`src/rtl/dram_bank_scheduler_pkg.sv`:
```
// Shared encodings for the DRAM bank scheduler: bank geometry, command codes, FSM states.
// Latency: n/a (definitions only). Backpressure: n/a.
// Imported by the scheduler top and its round-robin arbiter.
package dram_bank_scheduler_pkg;

    localparam int NUM_BANKS = 8;
    localparam int BANK_W    = 3;

    localparam logic [1:0] CMD_NOP = 2'b00;
    localparam logic [1:0] CMD_ACT = 2'b01;
    localparam logic [1:0] CMD_PRE = 2'b10;
    localparam logic [1:0] CMD_REF = 2'b11;

    typedef enum logic [2:0] {
        ST_IDLE   = 3'd0,
        ST_ACT    = 3'd1,
        ST_ACCESS = 3'd2,
        ST_PRE    = 3'd3,
        ST_REF    = 3'd4
    } state_e;

    function automatic int max3(input int a, input int b, input int c);
        int m;
        m = (a > b) ? a : b;
        return (m > c) ? m : c;
    endfunction

endpackage

```
`src/rtl/dram_rr_arbiter8.sv`:
```
// Round-robin pick among eight bank requests, searching upward from last+1 with wrap.
// Latency: purely combinational. Backpressure: none; valid is simply |req.
// Caller decides when the winner is consumed and updates last.
module dram_rr_arbiter8
    import dram_bank_scheduler_pkg::*;
(
    input  logic [NUM_BANKS-1:0] req,
    input  logic [BANK_W-1:0]    last,
    output logic [BANK_W-1:0]    winner,
    output logic                 valid
);

    logic [BANK_W-1:0] idx;

    // Walk from the farthest offset to the nearest so the nearest set bit wins.
    always_comb begin
        winner = '0;
        valid  = |req;
        idx    = '0;
        for (int i = NUM_BANKS; i >= 1; i--) begin
            idx = last + BANK_W'(i);
            if (req[idx]) begin
                winner = idx;
            end
        end
    end

endmodule

```
`src/rtl/dram_bank_scheduler.sv`:
```
// Serves eight DRAM banks round-robin through ACT/ACCESS/PRE, with periodic refresh taking priority.
// Latency: gnt T_ACT+1 cycles after req is sampled in IDLE; service period T_ACT+T_PRE+2 cycles.
// Backpressure: req is a held level, sampled only in IDLE; gnt pulse is the acknowledge.
module dram_bank_scheduler
    import dram_bank_scheduler_pkg::*;
#(
    parameter int T_ACT            = 3,
    parameter int T_PRE            = 2,
    parameter int T_RFC            = 8,
    parameter int REFRESH_INTERVAL = 1024
) (
    input  logic                 clk,
    input  logic                 rst,
    input  logic [NUM_BANKS-1:0] req,
    output logic [NUM_BANKS-1:0] gnt,
    output logic [BANK_W-1:0]    bank_sel,
    output logic                 bank_en,
    output logic [1:0]           cmd,
    output logic                 busy,
    output logic                 ref_due
);

    localparam int T_MAX = max3(T_ACT, T_PRE, T_RFC);
    localparam int CW    = (T_MAX > 1) ? $clog2(T_MAX) : 1;
    localparam int RW    = $clog2(REFRESH_INTERVAL);

    localparam logic [CW-1:0] ACT_LAST     = CW'(T_ACT - 1);
    localparam logic [CW-1:0] PRE_LAST     = CW'(T_PRE - 1);
    localparam logic [CW-1:0] RFC_LAST     = CW'(T_RFC - 1);
    localparam logic [RW-1:0] RCNT_RELOAD  = RW'(REFRESH_INTERVAL - 1);

    state_e            state_q, state_d;
    logic [CW-1:0]     cnt_q, cnt_d;
    logic [BANK_W-1:0] bank_q, bank_d;
    logic [BANK_W-1:0] last_q, last_d;
    logic              ref_due_q, ref_due_d;
    logic [RW-1:0]     rcnt_q, rcnt_d;
    logic              ref_expire;
    logic [BANK_W-1:0] arb_winner;
    logic              arb_valid;

    dram_rr_arbiter8 u_arb (
        .req    (req),
        .last   (last_q),
        .winner (arb_winner),
        .valid  (arb_valid)
    );

    always_comb begin
        state_d    = state_q;
        cnt_d      = cnt_q;
        bank_d     = bank_q;
        last_d     = last_q;
        ref_due_d  = ref_due_q;
        ref_expire = (rcnt_q == '0);
        rcnt_d     = ref_expire ? RCNT_RELOAD : rcnt_q - 1'b1;

        unique case (state_q)
            ST_IDLE: begin
                cnt_d = '0;
                if (ref_due_q) begin
                    state_d   = ST_REF;
                    ref_due_d = 1'b0;
                end else if (arb_valid) begin
                    state_d = ST_ACT;
                    bank_d  = arb_winner;
                    last_d  = arb_winner;
                end
            end
            ST_ACT: begin
                if (cnt_q == ACT_LAST) begin
                    state_d = ST_ACCESS;
                    cnt_d   = '0;
                end else begin
                    cnt_d = cnt_q + 1'b1;
                end
            end
            ST_ACCESS: begin
                state_d = ST_PRE;
                cnt_d   = '0;
            end
            ST_PRE: begin
                if (cnt_q == PRE_LAST) begin
                    state_d = ST_IDLE;
                    cnt_d   = '0;
                end else begin
                    cnt_d = cnt_q + 1'b1;
                end
            end
            ST_REF: begin
                if (cnt_q == RFC_LAST) begin
                    state_d = ST_IDLE;
                    cnt_d   = '0;
                end else begin
                    cnt_d = cnt_q + 1'b1;
                end
            end
            default: begin
                state_d = ST_IDLE;
                cnt_d   = '0;
            end
        endcase

        // A fresh expiry overrides the clear on REF entry; a second one while pending is absorbed.
        if (ref_expire) begin
            ref_due_d = 1'b1;
        end
    end

    always_ff @(posedge clk or posedge rst) begin
        if (rst) begin
            state_q   <= ST_IDLE;
            cnt_q     <= '0;
            bank_q    <= '0;
            last_q    <= BANK_W'(NUM_BANKS - 1);
            ref_due_q <= 1'b0;
            rcnt_q    <= RCNT_RELOAD;
        end else begin
            state_q   <= state_d;
            cnt_q     <= cnt_d;
            bank_q    <= bank_d;
            last_q    <= last_d;
            ref_due_q <= ref_due_d;
            rcnt_q    <= rcnt_d;
        end
    end

    always_comb begin
        gnt      = '0;
        cmd      = CMD_NOP;
        bank_en  = 1'b0;
        bank_sel = bank_q;
        busy     = (state_q != ST_IDLE);
        ref_due  = ref_due_q;
        unique case (state_q)
            ST_ACT: begin
                bank_en = 1'b1;
                if (cnt_q == '0) cmd = CMD_ACT;
            end
            ST_ACCESS: begin
                bank_en = 1'b1;
                gnt     = NUM_BANKS'(1) << bank_q;
            end
            ST_PRE: begin
                bank_en = 1'b1;
                if (cnt_q == '0) cmd = CMD_PRE;
            end
            ST_REF: begin
                if (cnt_q == '0) cmd = CMD_REF;
            end
            default: begin
                cmd = CMD_NOP;
            end
        endcase
    end

endmodule

```
`config.mk`:
```
export PLATFORM = sky130hd
export DESIGN_NAME = dram_bank_scheduler
export DESIGN_NICKNAME = d
export VERILOG_FILES = /design/src/rtl/dram_bank_scheduler_pkg.sv /design/src/rtl/dram_rr_arbiter8.sv /design/src/rtl/dram_bank_scheduler.sv
export SDC_FILE = /design/constraint.sdc
export NUM_CORES = 1
export LEC_CHECK = 0
export CAP_MARGIN = 20
export CORE_MARGIN = 2
export CORE_UTILIZATION = 47
export DETAILED_ROUTE_END_ITERATION = 8
export HOLD_SLACK_MARGIN = 0.08
export PLACE_DENSITY_LB_ADDON = 0.3
export RECOVER_POWER = 25
export SKIP_LAST_GASP = 1
export SLEW_MARGIN = 20
export SYNTH_ARGS = -nofsm -noshare
export SYNTH_HDL_FRONTEND = slang
export SYNTH_SLANG_ARGS = --single-unit
```
`constraint.sdc`:
```
create_clock -name clk -period 3.9 [get_ports clk]
set_input_delay 0.78 -clock clk [delete_from_list [all_inputs] [get_ports clk]]
set_output_delay 0.78 -clock clk [all_outputs]
set_load 0.005 [all_outputs]
```
* Word level (Yosys, flattened, before mapping)
Index checks and enable logic that the tools add are counted.
** Operators by class
- Add/sub/neg operators :: 9
- $lt $le $gt $ge :: 8
- Eq/ne operators :: 11
- Shift operators :: 1
- Mux-type cells :: 43
- Bitwise logic cells :: 1
- Reduce and logical (&&, ||, !) cells :: 9
** Operator list (number)
- two-way mux 3 bit :: 16
- < comparator 3 x 4 -> 1 bit, second input constant :: 8
- binary-select mux 1 bit (select 3 bit) :: 8
- case mux 3 bit (5 select lines) :: 1
- adder 3 bit, second input constant :: 4
- two-way mux 1 bit :: 12
- zero test 10 bit :: 1
- two-way mux 10 bit :: 1
- subtractor 10 x 1 -> 10 bit, second input constant :: 1
- == test 3 x 2 -> 1 bit, second input constant :: 3
- case mux 3 bit (3 select lines) :: 1
- two-way mux 8 bit :: 1
- OR reduction 8 bit :: 1
- left shift 1 x 3 -> 8 bit, first input constant :: 1
- adder 3 x 1 -> 3 bit, second input constant :: 2
- adder 3 x 2 -> 3 bit, second input constant :: 2
- == test 3 x 1 -> 1 bit, second input constant :: 2
- == test 3 bit, second input constant :: 2
- zero test 3 bit :: 2
- inequality test 2 bit, second input constant :: 3
- case mux 2 bit (3 select lines) :: 1
- two-way mux 2 bit :: 2
- AND reduction 4 bit :: 1
- inequality test 3 bit, second input constant :: 1
- other kinds (5) :: 5
** Word-level totals
- Register bits after elaboration :: 23
- Input bits :: 10
- Output and inout port bits :: 16
- Logic and storage cells :: 88

* Depth between registers and ports, before layout
- Word-level depth :: 10
- Depth in mapped cells :: 10
- Gate-level depth less buffers :: 8

* Hierarchy
A second synthesis with hierarchy kept.
** Unflattened totals
- Cell total of the unflattened synthesis :: 215
- Area total of the unflattened synthesis :: 2021.9 um^2
** By module, submodules not included
- dram_bank_scheduler :: instances 1, cells each 116, area an instance 1201.2 um^2, sequential area each 591.8 um^2
- dram_rr_arbiter8 :: instances 1, cells each 99, area an instance 820.8 um^2, sequential area each 0.0 um^2

* Least setup slack after synthesis
Ideal clock, no wire load.
- Path kind :: register to register
- From :: reg last_q[1]
- To :: reg bank_q[1] (netlist: bank_sel[1])
- Setup time :: 128 ps
- Arrival time :: 2718 ps
- Data required time :: 3772 ps
- Setup slack :: 1054 ps
- Cell stages (with the launch flop) :: 10
- Buffers on the path :: 1
- Period minus slack after synthesis :: 2846 ps
- Cells stage by stage :: dfstp_2 -> buf_2 -> inv_1 -> ha_1 -> mux4_1 -> mux2_2 -> and3_1 -> o31a_1 -> nor2_1 -> nand2_1
** Between the ends
- Word-level cells in the longest chain between the ends :: 10
- Elaborated cells on any way between the ends :: 31
- Classes of those cells :: 7 x add/sub; 24 x mux
** RTL lines
- from (decl) :: RTL line dram_bank_scheduler.sv:35 : logic [BANK_W-1:0] last_q, last_d;
- from (signal assigned) :: RTL line dram_bank_scheduler.sv:115 : last_q <= BANK_W'(NUM_BANKS - 1);
- from (signal assigned) :: RTL line dram_bank_scheduler.sv:122 : last_q <= last_d;
- adder 3 bit or binary-select mux 1 bit (select 3 bit) (tied branches) :: RTL line dram_rr_arbiter8.sv:21, dram_rr_arbiter8.sv:22
- binary-select mux 1 bit (select 3 bit) or two-way mux 1 bit (tied branches) :: RTL line dram_rr_arbiter8.sv:22 : if (req[idx]) begin
- two-way mux 1 bit (implied by the code) or two-way mux 3 bit (tied branches) :: RTL line dram_rr_arbiter8.sv:22
- two-way mux 3 bit (6 in series) :: RTL line dram_rr_arbiter8.sv:22
- two-way mux 3 bit * :: RTL line dram_rr_arbiter8.sv:22
- to (signal assigned) :: RTL line dram_bank_scheduler.sv:121 : bank_q <= bank_d;
- to (decl) :: RTL line dram_bank_scheduler.sv:34 : logic [BANK_W-1:0] bank_q, bank_d;
Every way passes the cells marked *; elsewhere a longest branch is shown, timed or not. The select of a mux whose other input is x is not followed.
A chain may end at the register's enable or synchronous reset.

* Worst setup path in the final report
Same ends and word-level chain as after synthesis.

==> results.cfg <==
[status]
outcome = finished clean

[min_path]
worstHoldEndpoint = rcnt_q[9]
holdPathStages = 2
hp-start = rcnt_q[9]
hp-class = reg -> reg

[global_route]
antenna_found_initial = 0
grt_max_degree = 24
grt_pass1_wl_mm = 7.60
grt_overflow = 0
first_global_vias = 1573
grtUsageTotal = 0.188

[worst_setup_path]
end_kind = register
cp_max_fo = 14
rr_worst_depth = 8
r2r_setup_slack_ns = 0.56
cp.arrival_ns = 3.48
crit_family = multiplexers
worstPathCellList = inv_1 -> ha_1 -> mux4_1 -> mux2_2 -> and3_1 -> o31a_1 -> nor2_1 -> nand2_1
crit_type = reg -> reg
startpoint_type = register
worst-path-buf-inv = 1
slowest_stage = dfstp_2
critPathRequiredTime_ns = 4.04
cp.depth = 8
worstReg2RegEnd = bank_sel[1]
max_stage_delay_ns = 0.72
r2r-start = last_q[1]

[synthesis]
netlist_area_um2 = 2030
yosysTopAreaCellShare = 0.168
synthTopCellsByArea = dfstp_2 17%, dfrtp_1 12%, mux4_2 8.9%, mux4_1 5.2%, ha_1 4.9%
ys_ff_latch = 23
ys_warn_count = 0
synth_cell_type_count = 52
synth-edff-count = 0
syn_avg_cell_area_um2 = 9.54
synthArstFlopShare = 1.00
syn_inst = 213
synth_most_common_cell = nor2_1
ys_seq_area_frac = 0.291
synthesis.nets = 231
synth_area_leader_cell = dfstp_2
ys.flop_type = dfstp_2
yosys-top-cells-count = 24 x nor2_1, 21 x nand2_1, 15 x a21oi_1

[timing]
worst_pin_slew_ns = 0.842
final.setup_skew_ns = 0.00531
tns_ns = 0
max_clock_freq_ghz = 0.299
rsz0062_at_grt = false
hold_slack_ns = 0.479
finalSetupViolations = 0
finalMaxSlewViolations = 0
fin_crit_ns = 3.34
relSlewSlack = 0.438
period_share = 0.857
hold_viol_final = 0

[cts]
cts.sinks = 23
cts_max_path_buffers = 2
root_buffer = clkbuf_8
cts_setup_buffers = 0
cts_htree_levels = 1
path_clk_slew_ns = 0.08
holdBufCountCts = 0
cts_made_buffers = 3
insertion_delay_ns = 0.26
cts_tree = built
cts_resized = 0

[floorplan]
die_w_um = 69.8
core_area_um2 = 4090
die_height_um = 69.8
num_rows = 23
initial_core_util = 0.497
ios = 26
die_area_um2 = 4870

[drt]
drt_iter0_markers = 139
wl_mm = 4.44
avgRoutedWirePerCell_um = 15.5
drc_errors = 0
vias_per_cell = 5.99
ant_nets = 0
vias = 1713
drt_pass1_iterations = 4

[place]
numPortBuffers = 25
place_inst = 282
place_congestion = 0.867
dp_hpwl_mm = 3.32

[power]
peakVddDrop_v = 0.000468
p_per_area_nw_per_um2 = 784
p_leak_nw = 0.947

[layout]
antennaDiodeCount = 0
drive_above_1_share = 0.140
synthToLayoutAreaGrowth_pct = 16.1
final_cells = 286
layout.nets = 255
fill_cells = 357

[run]
maxCapViolCount = 0
==> cell type report <==
cell class / instances / area [µm²] / area share
Multi-Input combinational cell: 169 / 1350 / 0.572
Sequential cell: 23 / 592 / 0.251
Timing Repair Buffer: 26 / 258 / 0.109
Tap cell: 50 / 62.6 / 0.0265
Inverter: 14 / 52.6 / 0.0223
Clock buffer: 4 / 45.0 / 0.0191
==> worst reg2reg max path, stage by stage, from the launching register on <==
cell     delay, ns
dfstp_2       0.72
inv_1         0.19
ha_1          0.60
mux4_1        0.71
mux2_2        0.35
and3_1        0.19
o31a_1        0.28
nor2_1        0.12
nand2_1       0.06
==> metal layers <==
metal  up-vias  part of all wire  track usage
met4         0             0.012       0.0470
met1       829              0.47        0.273
met3         6             0.046       0.0262
met5         -                 0            0
met2        44              0.47        0.296
li1        834                 -            -
==> registers in the layout (all words and copies together), names as in the netlist <==
| name | cells |
|---|---|
| state_q | 3 |
| cnt_q | 3 |
| last_q | 3 |
| rcnt_q | 10 |
| bank_sel | 3 |
| ref_due | 1 |
==> report_power, final <==
group | switching, mW | total [mW] | leakage (nW) | internal [mW]
Clock | 0.0707 | 0.143 | 0.0228 | 0.0728
Combinational | 0.650 | 1.26 | 0.664 | 0.612
Sequential | 0.134 | 0.443 | 0.260 | 0.309
==> cells in the final DEF (no fill, tap or decap), types with 4 or more instances in the layout <==
master           count
nor2_1              24
a21oi_1             15
xnor2_1              7
o21ai_0              6
dfstp_2             11
xor2_1               4
nor4_1               4
nand2b_1             5
nor3_1               8
mux4_1               4
mux4_2               8
dfrtp_1             10
clkdlybuf4s50_1     24
ha_1                 8
inv_1               13
nand2_1             21
mux2_1               4
mux2i_1              5
==> through the flow <==
step           area, µm²  power (mW)  utilization  setup slack, ns
4_1_cts             2360        1.84        0.577            0.555
2_1_floorplan       2030        1.40            -             1.05
6_report            2360        1.85        0.577            0.560
3_3_place_gp        2310        1.67        0.566            0.653
3_5_place_dp        2310        1.69        0.566            0.577
5_1_grt             2360        2.00        0.577            0.393
==> cells by family (layout without fill, tap and decap cells) <==
family                     after synthesis  in the layout  synth area share
DFF                                     23             23             0.291
xor gates and xnor gates                11             11            0.0474
AOI/OAI and AO/OA                       47             47             0.170
muxes                                   25             25             0.215
buffers and inverters                   21             44            0.0450
and+or+nand+nor                         78             78             0.182
adders and majority gates                8              8            0.0493
==> worst max-delay path by stage <==
| stage | startpoint | to | slack, ns |
|---|---|---|---|
| floorplan | last_q[1] | bank_sel[1] | 1.05 |
| global placement | last_q[1] | bank_sel[1] | 0.65 |
| detailed placement | last_q[1] | bank_sel[1] | 0.58 |
| CTS | last_q[1] | bank_sel[1] | 0.55 |
| global route | last_q[1] | bank_sel[1] | 0.39 |
| finish | last_q[1] | bank_sel[1] | 0.56 |
Note: power is estimated with default switching activity, not from simulation.
